<file path="config.mk">
export PLATFORM = sky130hd
export DESIGN_NAME = issue_hazard_ctrl_flat
export DESIGN_NICKNAME = d
export VERILOG_FILES = /design/src/rtl/issue_hazard_ctrl_pkg.sv /design/src/rtl/issue_hazard_ctrl_if.sv /design/src/rtl/issue_hazard_ctrl_reg_pend_table.sv /design/src/rtl/issue_hazard_ctrl.sv /design/src/flat_wrapper.sv
export SDC_FILE = /design/constraint.sdc
export NUM_CORES = 1
export LEC_CHECK = 0
export CAP_MARGIN = 5
export CORE_ASPECT_RATIO = 1.5
export CORE_MARGIN = 2
export CORE_UTILIZATION = 55
export CTS_CLUSTER_DIAMETER = 200
export DETAILED_ROUTE_END_ITERATION = 12
export PLACE_DENSITY = 0.74
export SYNTH_ARGS = -nofsm -noshare
export SYNTH_HDL_FRONTEND = slang
export SYNTH_HIERARCHICAL = 1
export SYNTH_SLANG_ARGS = --single-unit
</file>
<file path="constraint.sdc">
create_clock -name clk -period 10.4 [get_ports clk]
set_input_delay 2.08 -clock clk [delete_from_list [all_inputs] [get_ports clk]]
set_output_delay 2.08 -clock clk [all_outputs]
set_load 0.02 [all_outputs]
</file>
<file path="src/rtl/issue_hazard_ctrl_pkg.sv">
// issue_hazard_ctrl_pkg: shared class encoding, latencies and scoreboard width (ISSUE_DUAL_EN selects dual issue)
package issue_hazard_ctrl_pkg;

    typedef enum logic [1:0] {
        CLS_ALU  = 2'd0,
        CLS_LOAD = 2'd1,
        CLS_MUL  = 2'd2,
        CLS_DIV  = 2'd3
    } cls_t;

    localparam int LAT_ALU = 1;
    localparam int LAT_MEM = 2;
    localparam int PEND_W  = 4;

    function automatic logic [PEND_W-1:0] lat_val(input cls_t c, input int div_lat);
        return c == CLS_ALU ? PEND_W'(LAT_ALU - 1) :
               c == CLS_DIV ? PEND_W'(div_lat - 1) : PEND_W'(LAT_MEM - 1);
    endfunction

endpackage

</file>
<file path="src/rtl/issue_hazard_ctrl_if.sv">
// issue_hazard_ctrl_if: rf-stage slot bundle, pipeline control and issue results
interface issue_hazard_ctrl_if;
    import issue_hazard_ctrl_pkg::*;

    logic       vld0, vld1;
    logic [4:0] rj0, rk0, rd0, rj1, rk1, rd1;
    logic       we0, we1;
    cls_t       cls0, cls1;
    logic       exe_stall, flush;
    logic       issue0, issue1, div_cancel, div_busy;

    modport master (
        output vld0, vld1, rj0, rk0, rd0, rj1, rk1, rd1, we0, we1, cls0, cls1, exe_stall, flush,
        input  issue0, issue1, div_cancel, div_busy
    );

    modport slave (
        input  vld0, vld1, rj0, rk0, rd0, rj1, rk1, rd1, we0, we1, cls0, cls1, exe_stall, flush,
        output issue0, issue1, div_cancel, div_busy
    );

endinterface

</file>
<file path="src/rtl/issue_hazard_ctrl_reg_pend_table.sv">
// reg_pend_table: per-register pending-latency counters; load port 1 exists only under ISSUE_DUAL_EN
module reg_pend_table
    import issue_hazard_ctrl_pkg::*;
(
    input  logic              clk,
    input  logic              rst,
    input  logic              clr,
    input  logic              dec_en,
    input  logic              ld0_en,
    input  logic [4:0]        ld0_rd,
    input  logic [PEND_W-1:0] ld0_val,
`ifdef ISSUE_DUAL_EN
    input  logic              ld1_en,
    input  logic [4:0]        ld1_rd,
    input  logic [PEND_W-1:0] ld1_val,
    input  logic [4:0]        rj1,
    input  logic [4:0]        rk1,
    input  logic [4:0]        rd1,
    output logic              bj1,
    output logic              bk1,
    output logic              bd1,
`endif
    input  logic [4:0]        rj0,
    input  logic [4:0]        rk0,
    input  logic [4:0]        rd0,
    output logic              bj0,
    output logic              bk0,
    output logic              bd0
);

    // Entry 0 is never loaded (loaders gate rd=0), so it stays zero and r0 reads as ready
    logic [PEND_W-1:0] pend [32];

    // Load wins over decrement; decrement freezes while the pipeline is stalled
    always_ff @(posedge clk) begin
        for (int i = 0; i < 32; i++) begin
            if (rst || clr)
                pend[i] <= '0;
`ifdef ISSUE_DUAL_EN
            else if (ld1_en && ld1_rd == 5'(i))
                pend[i] <= ld1_val;
`endif
            else if (ld0_en && ld0_rd == 5'(i))
                pend[i] <= ld0_val;
            else if (dec_en && pend[i] != '0)
                pend[i] <= pend[i] - 1'b1;
        end
    end

    // Busy bits for each slot's operands and destination
    always_comb begin
        bj0 = pend[rj0] != '0;
        bk0 = pend[rk0] != '0;
        bd0 = pend[rd0] != '0;
`ifdef ISSUE_DUAL_EN
        bj1 = pend[rj1] != '0;
        bk1 = pend[rk1] != '0;
        bd1 = pend[rd1] != '0;
`endif
    end

endmodule

</file>
<file path="src/rtl/issue_hazard_ctrl.sv">
// issue_hazard_ctrl: rf-stage issue gating, pending scoreboard and divider occupancy (ISSUE_DUAL_EN enables slot 1)
module issue_hazard_ctrl
    import issue_hazard_ctrl_pkg::*;
#(
    parameter int DIV_LAT = 8
) (
    input  logic                clk,
    input  logic                rst,
    issue_hazard_ctrl_if.slave  bus
);

    logic [PEND_W-1:0] div_cnt;
    logic              busy, iss0, div0, blk0, bj0, bk0, bd0, div_iss;

`ifdef ISSUE_DUAL_EN
    logic iss1, div1, blk1, pair, bj1, bk1, bd1;
`else
    logic unused_slot1;
    assign unused_slot1 = ^{bus.vld1, bus.rj1, bus.rk1, bus.rd1, bus.we1, bus.cls1};
`endif

    reg_pend_table u_pend (
        .clk     (clk),
        .rst     (rst),
        .clr     (bus.flush),
        .dec_en  (!bus.exe_stall),
        .ld0_en  (iss0 && bus.we0 && bus.rd0 != 5'd0),
        .ld0_rd  (bus.rd0),
        .ld0_val (lat_val(bus.cls0, DIV_LAT)),
`ifdef ISSUE_DUAL_EN
        .ld1_en  (iss1 && bus.we1 && bus.rd1 != 5'd0),
        .ld1_rd  (bus.rd1),
        .ld1_val (lat_val(bus.cls1, DIV_LAT)),
        .rj1     (bus.rj1),
        .rk1     (bus.rk1),
        .rd1     (bus.rd1),
        .bj1     (bj1),
        .bk1     (bk1),
        .bd1     (bd1),
`endif
        .rj0     (bus.rj0),
        .rk0     (bus.rk0),
        .rd0     (bus.rd0),
        .bj0     (bj0),
        .bk0     (bk0),
        .bd0     (bd0)
    );

    // Source, WAW and divider checks; slot 1 additionally needs slot 0 to go and no intra-pair conflict
    always_comb begin
        busy  = div_cnt != '0;
        div0  = bus.cls0 == CLS_DIV;
        blk0  = bj0 || bk0 || (bus.we0 && bd0) || (div0 && busy);
        iss0  = bus.vld0 && !bus.exe_stall && !bus.flush && !blk0;
`ifdef ISSUE_DUAL_EN
        div1  = bus.cls1 == CLS_DIV;
        blk1  = bj1 || bk1 || (bus.we1 && bd1) || (div1 && busy);
        pair  = (bus.we0 && bus.rd0 != 5'd0 &&
                 (bus.rd0 == bus.rj1 || bus.rd0 == bus.rk1 || bus.rd0 == bus.rd1)) || (div0 && div1);
        iss1  = iss0 && bus.vld1 && !blk1 && !pair;
        div_iss = (iss0 && div0) || (iss1 && div1);
        bus.issue1 = iss1;
`else
        div_iss = iss0 && div0;
        bus.issue1 = 1'b0;
`endif
        bus.issue0     = iss0;
        bus.div_busy   = busy;
        bus.div_cancel = bus.flush && busy;
    end

    // Divider occupancy counter follows the same hold/decrement rule as the scoreboard
    always_ff @(posedge clk) begin
        if (rst || bus.flush)
            div_cnt <= '0;
        else if (div_iss)
            div_cnt <= PEND_W'(DIV_LAT - 1);
        else if (!bus.exe_stall && div_cnt != '0)
            div_cnt <= div_cnt - 1'b1;
    end

endmodule

</file>
<file path="src/flat_wrapper.sv">
// flat-port wrapper written by rule: the top's interface ports become plain ports
module issue_hazard_ctrl_flat import issue_hazard_ctrl_pkg::*;
#(
    parameter int DIV_LAT = 8
)
  (clk, rst, bus_vld0, bus_vld1, bus_rj0, bus_rk0, bus_rd0, bus_rj1, bus_rk1, bus_rd1, bus_we0, bus_we1, bus_cls0, bus_cls1, bus_exe_stall, bus_flush, bus_issue0, bus_issue1, bus_div_cancel, bus_div_busy);
  issue_hazard_ctrl_if bus_i ();
  input  logic clk;
  input  logic rst;
  input wire logic [$bits(bus_i.vld0)-1:0] bus_vld0;
  input wire logic [$bits(bus_i.vld1)-1:0] bus_vld1;
  input wire logic [$bits(bus_i.rj0)-1:0] bus_rj0;
  input wire logic [$bits(bus_i.rk0)-1:0] bus_rk0;
  input wire logic [$bits(bus_i.rd0)-1:0] bus_rd0;
  input wire logic [$bits(bus_i.rj1)-1:0] bus_rj1;
  input wire logic [$bits(bus_i.rk1)-1:0] bus_rk1;
  input wire logic [$bits(bus_i.rd1)-1:0] bus_rd1;
  input wire logic [$bits(bus_i.we0)-1:0] bus_we0;
  input wire logic [$bits(bus_i.we1)-1:0] bus_we1;
  input wire logic [$bits(bus_i.cls0)-1:0] bus_cls0;
  input wire logic [$bits(bus_i.cls1)-1:0] bus_cls1;
  input wire logic [$bits(bus_i.exe_stall)-1:0] bus_exe_stall;
  input wire logic [$bits(bus_i.flush)-1:0] bus_flush;
  output wire logic [$bits(bus_i.issue0)-1:0] bus_issue0;
  output wire logic [$bits(bus_i.issue1)-1:0] bus_issue1;
  output wire logic [$bits(bus_i.div_cancel)-1:0] bus_div_cancel;
  output wire logic [$bits(bus_i.div_busy)-1:0] bus_div_busy;
  assign bus_i.vld0 = bus_vld0;
  assign bus_i.vld1 = bus_vld1;
  assign bus_i.rj0 = bus_rj0;
  assign bus_i.rk0 = bus_rk0;
  assign bus_i.rd0 = bus_rd0;
  assign bus_i.rj1 = bus_rj1;
  assign bus_i.rk1 = bus_rk1;
  assign bus_i.rd1 = bus_rd1;
  assign bus_i.we0 = bus_we0;
  assign bus_i.we1 = bus_we1;
  assign bus_i.cls0 = bus_cls0;
  assign bus_i.cls1 = bus_cls1;
  assign bus_i.exe_stall = bus_exe_stall;
  assign bus_i.flush = bus_flush;
  assign bus_issue0 = bus_i.issue0;
  assign bus_issue1 = bus_i.issue1;
  assign bus_div_cancel = bus_i.div_cancel;
  assign bus_div_busy = bus_i.div_busy;
  issue_hazard_ctrl #(.DIV_LAT(DIV_LAT)) u_core (.clk(clk), .rst(rst), .bus(bus_i));
endmodule
</file>
=== Yosys cells after proc, flatten, opt, wreduce, memory -nomap -nowiden ===
Memories as Yosys holds them, arrays and structs flattened.
Cells that the tools add are included.

* Input bits: 42
* Flip-flop bits (word level): 4
* Memories: 1
* Bits in writable memories: 128

{| class="wikitable"
|+ Memories
! memory !! words !! width !! rd ports !! clocked after memory_dff !! wr ports !! line !! source
|-
| u_core.u_pend.pend || 32 || 4 || 35 || 0 || 32 || issue_hazard_ctrl_reg_pend_table.sv:32 || <nowiki>logic [PEND_W-1:0] pend [32];</nowiki>
|}

* Add/sub/neg operators: 33
* Equality and inequality tests: 32
* Muxes and demuxes: 294
* Reductions and logical operators: 122
* Bitwise gates (word level): 64

{| class="wikitable"
|+ Operators with widths
! operator !! number
|-
| $mux W4 || 65
|-
| $mux W1 || 226
|-
| $reduce_bool A4 Y1 || 36
|-
| $sub A4 B1 Y4 const B || 33
|-
| $eq A5 B5 Y1 const B || 16
|-
| $logic_and A1 B1 Y1 || 74
|-
| $or A1 B1 Y1 || 64
|-
| $eq A5 B4 Y1 const B || 8
|-
| $eq A5 B3 Y1 const B || 4
|-
| $eq A5 B2 Y1 const B || 2
|-
| $mux W3 || 3
|-
| $eq A5 B1 Y1 const B || 1
|-
| $logic_not A5 Y1 || 1
|-
| $reduce_bool A5 Y1 || 1
|-
| $logic_or A1 B1 Y1 || 4
|-
| $logic_not A1 Y1 || 3
|-
| $eq A2 B2 Y1 const B || 1
|-
| $logic_not A2 Y1 || 1
|-
| $reduce_bool A2 Y1 || 1
|-
| $reduce_or A2 Y1 || 1
|}

=== Logic depth before layout (Yosys ltp) ===
An unclocked memory read counts as a cell.

* Word-level depth: 15
* Gate-level depth with buffers: 16

=== Cells and area by module ===
The synthesis kept the hierarchy.

{| class="wikitable"
|+ By module, submodules not included
! module !! area each (um^2) !! times used !! cells an instance !! seq. area each (um^2)
|-
| reg_pend_table || 8,659.6 || 1 || 997 || 3,843.7
|-
| issue_hazard_ctrl || 346.6 || 1 || 40 || 80.1
|}

=== Worst setup path before layout ===
Ideal clock, no wire load.

* Kind: input -> output
* From: input bus_rj0[0]
* To: output bus_issue0
* Arrival time: 3.903 ns
* Slack: 4.417 ns
* Stages: 9
* Data required time: 8.320 ns
* Cell sequence: clkbuf_1 mux4_2 a21oi_1 nand4b_1 o21ai_0 nor3_1 a21oi_1 nand2_1 a21oi_1

* Word-level cells in the longest chain between the ends: 7

{| class="wikitable"
|+ Ends and longest elaborated chain
! what !! line !! source
|-
| from (decl) || flat_wrapper.sv:12 || <nowiki>input wire logic [$bits(bus_i.rj0)-1:0] bus_rj0;</nowiki>
|-
| $mem_v2 Z32 W4 || -- ||
|-
| $reduce_bool A4 Y1 || issue_hazard_ctrl_reg_pend_table.sv:52 || <nowiki>bj0 = pend[rj0] != '0;</nowiki>
|-
| named net u_core.bj0 || issue_hazard_ctrl.sv:13 || <nowiki>logic busy, iss0, div0, blk0, bj0, bk0, bd0, div_iss;</nowiki>
|-
| $logic_or A1 B1 Y1 (3 in a row) || issue_hazard_ctrl.sv:53 || <nowiki>blk0 = bj0 || bk0 || (bus.we0 && bd0) || (div0 && busy);</nowiki>
|-
| $logic_not A1 Y1 || issue_hazard_ctrl.sv:54 || <nowiki>iss0 = bus.vld0 && !bus.exe_stall && !bus.flush && !blk0;</nowiki>
|-
| $logic_and A1 B1 Y1 || issue_hazard_ctrl.sv:54 ||
|-
| to (decl) || flat_wrapper.sv:24 || <nowiki>output wire logic [$bits(bus_i.issue0)-1:0] bus_issue0;</nowiki>
|}

The timed path passes the listed nets, and every way through them passes these cells.

=== Worst setup path after layout ===
* From: input bus_rj0[1]
* To: output bus_issue0

The elaborated chain is that of the path after synthesis.

==> flow_summary_export.csv <==
group,metric,value,unit
floorplan,fp-row-count,57,
routing,drt_wl_total,22500,um
worst_setup_path,critical_path.max_fanout,18,
yosys,synth_top_area_cell,"edfxtp_1",
grt,grt_max_degree,68,
power,p_leak,3.57,nW
layout,finalInstanceArea,10000,um^2
yosys,seq_area_frac_synth,43.6,%
worst_setup_path,crit_chain,"clkdlybuf4s50_1, mux4_2, a311oi_1, a21oi_1, o21ai_0, nor3_1, a21oi_1, nand2_1, a21oi_1, clkdlybuf4s50_1",
worst_setup_path,crit_required,8320,ps
routing,ant_nets,0,
yosys,synthArstFlopShare,0,%
routing,drc,0,
place,portBuffers,25,
clock_network,cts_tree,"done",
layout,layout.nets,1127,
yosys,avgSynthCellArea,8.68,um^2
yosys,synth_top_area_share,42.7,%
timing,hold_ws,523,ps
yosys,synth_cells,1037,
worst_setup_path,reg2reg_depth,14,
power,p_sw_share,27.1,%
layout,fill_cells,1413,
worst_setup_path,cp_slowest_cell,"clkdlybuf4s50_1",
clock_network,cts_hold_buffers,0,
layout,num_antenna_cells,0,
grt,grt_pass1_wl,37100,um
power,combPwrFrac,16.2,%
routing,post_drt_wl_per_cell,17.7,um
worst_setup_path,max_stage_delay,1050,ps
worst_setup_path,crit_top_cell,"a21oi_1",
yosys,synth_area_leaders,"edfxtp_1 43%, nand2_1 9.5%, o21ai_0 7.3%",
yosys,ys_ff_latch,132,
timing,clock.fmax,0.128,GHz
floorplan,io_pins,46,
yosys,ys.flop_type,"edfxtp_1",
clock_network,clock_latency,420,ps
flow_run,maxCapViolCount,0,
clock_network,cts_inserted_buffers,17,
floorplan,initial_core_util,55.9,%
place,postPlaceCellArea,9410,um^2
worst_setup_path,cp-end-kind,"output pin",
layout,utilization,62.0,%
worst_setup_path,rr_startpoint,"u_core/u_pend/pend[17][0]",
clock_network,cts.clk_slew.worst_paths,60,ps
power,power_density,152,nW/um^2
power,p_switching,414,uW
routing,drt-vias-per-instance,6.08,
timing,hold_violations,0,
layout,drive_gt1_share,6.38,%
min_path,holdPathStages,2,
worst_setup_path,arrival,5710,ps
routing,drtPass1Iterations,5,
clock_network,root_buffer,"clkbuf_16",
layout,seqCellArea,3920,um^2
grt,grt-ovfl-total,0,
routing,drtIter0Drc,696,
yosys,yosysWarnings,6,
place,dpl.hpwl,16000,um
clock_network,cts.repair.resized,0,
timing,period_share,74.9,%
min_path,hold_end,"u_core/div_cnt[0]",
clock_network,h-tree-depth,4,
yosys,netlist-cell-type-count,60,
timing,maxSlewViolCount,0,
timing,slew_headroom,32.4,%
clock_network,postCtsSetupRepairBufs,0,
layout,syn_to_final_growth,11.0,%
timing,skew,11.2,ps
power,p_int,1.11,mW
timing,min_period,7790,ps
timing,tightest_slew,1000,ps
floorplan,coreArea,16100,um^2
yosys,netlist_area,9010,um^2
min_path,min_path_type,"register to register",
floorplan,dieArea,17400,um^2
clock_network,clock_path_buffers,2,
power,pwr-share-clk,39.8,%
worst_setup_path,r2r-end,"u_core/u_pend/pend[12][0]",
clock_network,cts_num_sinks,132,
grt,antenna_found_initial,0,
power,ir_worst_vdd,0.110,mV
place,place.gp.congestion,0.881,
timing,finalSetupViolCount,0,
timing,tns,0,ps
power,seqPwrFrac,44.0,%
worst_setup_path,worst-setup-path-type,"input pin to output pin",
min_path,hold_path_startpoint,"u_core/div_cnt[0]",
floorplan,die_y,161,um
layout,multi_input_area,4670,um^2
timing,rsz0062_at_grt,"no",
worst_setup_path,regToRegSetupSlack,5840,ps
worst_setup_path,start_kind,"input pin",
yosys,synth-edff-count,128,
grt,grt_use_total,27.2,%
floorplan,die_w,108,um
routing,via_count,7722,
grt,grt_pass1_vias,7544,
status,outcome,"completed",
==> state kept, by name, indices dropped and copies added, names as in the netlist <==
name and flops:
u_core/u_pend/pend 128, u_core/div_cnt 4
==> cells in the mapped netlist (3+ instances only) <==
cell      number
nand2_1      228
nor2_1       134
o21ai_0      131
edfxtp_1     128
inv_1         71
a21oi_1       40
xnor2_1       34
ha_1          33
nor4_1        33
clkbuf_1      29
o31a_1        26
mux2i_1       14
mux4_2        13
nand3_1       13
nor3_1        11
nand2b_1      10
o31ai_1        6
buf_2          5
a211oi_1       4
and2_1         4
dfxtp_1        4
nor2b_1        4
nor4_2         4
a21o_1         3
buf_4          3
o22ai_1        3
or2_2          3
==> placed cells by master, fill, tap and decap left out, types with 4 or more instances in the layout <==
master and n:
clkdlybuf4s50_1 25, buf_4 4, dfxtp_1 4, edfxtp_1 128, inv_1 71, nand3_1 13, nand2b_1 10, clkbuf_16 17
o21ai_0 131, o31a_1 26, o31ai_1 6, a21oi_1 40, mux4_2 13, nor4_2 4, nor2b_1 4, nor4_1 33
conb_1 6, nand2_1 227, xnor2_1 34, nor2_1 134, a211oi_1 4, mux2i_1 14, nor3_1 11, ha_1 33
==> layer usage <==
| metal | vias to the layer above | routed length (um) | track usage (%) |
|---|---|---|---|
| met5 | - | 0 | 0 |
| met4 | 0 | 874 | 13.4 |
| met3 | 62 | 1490 | 5.07 |
| met2 | 299 | 11500 | 46.5 |
| met1 | 3634 | 8700 | 32.3 |
| li1 | 3727 | - | - |
==> layout make-up <==
cell class                      count  area share [%]
Inverter                           72            2.70
Tap cell                          206            2.58
Sequential cell                   132            39.2
Timing Repair Buffer               29            2.80
Clock buffer                       19            4.33
Multi-Input combinational cell    800            46.8
Clock inverter                     13            1.59
==> critical path: cells and delay by family <==
family | cells | cell delay (ps)
AOI/OAI and AO/OA | 5 | 1100
and+or+nand+nor | 2 | 260
muxes | 1 | 600
buffers and inverters | 2 | 1660
==> logic make-up (layout without fill, tap and decap cells) <==
group,after synthesis,after routing,synth area share [%]
compound gates,232,232,15.2
xor+xnor,34,34,3.31
fa+ha+maj,33,33,4.58
buf+inv,110,133,4.78
flops,132,132,43.6
mux,31,31,5.64
other cells,1,6,0.0416
simple gates,464,464,22.9
==> worst max-delay path by stage <==
stage                     slack (ps)  startpoint         end
final                           2610  bus_rj0[1]  bus_issue0
after global routing            2470  bus_rj0[1]  bus_issue0
after CTS                       2690  bus_rj0[1]  bus_issue0
after detailed placement        2690  bus_rj0[1]  bus_issue0
after global placement          2690  bus_rj0[1]  bus_issue0
after floorplan                 4420  bus_rj0[0]  bus_issue0
==> power groups by stage <==
stage	registers [mW]	logic [mW]	clock network, mW
CTS	0.670	0.243	0.612
global route	0.678	0.273	0.635
global placement	0.679	0.236	0
detailed placement	0.681	0.240	0
floorplan	0.669	0.179	0
finish	0.671	0.246	0.607
==> stage by stage <==
step	power (mW)	setup slack [ps]	cells
2_1_floorplan	0.848	4420	1042
6_report	1.52	2610	1271
4_1_cts	1.52	2690	1271
5_1_grt	1.59	2470	1271
3_5_place_dp	0.922	2690	1239
3_3_place_gp	0.915	2690	1239
Power figures use the tool's default switching activity.
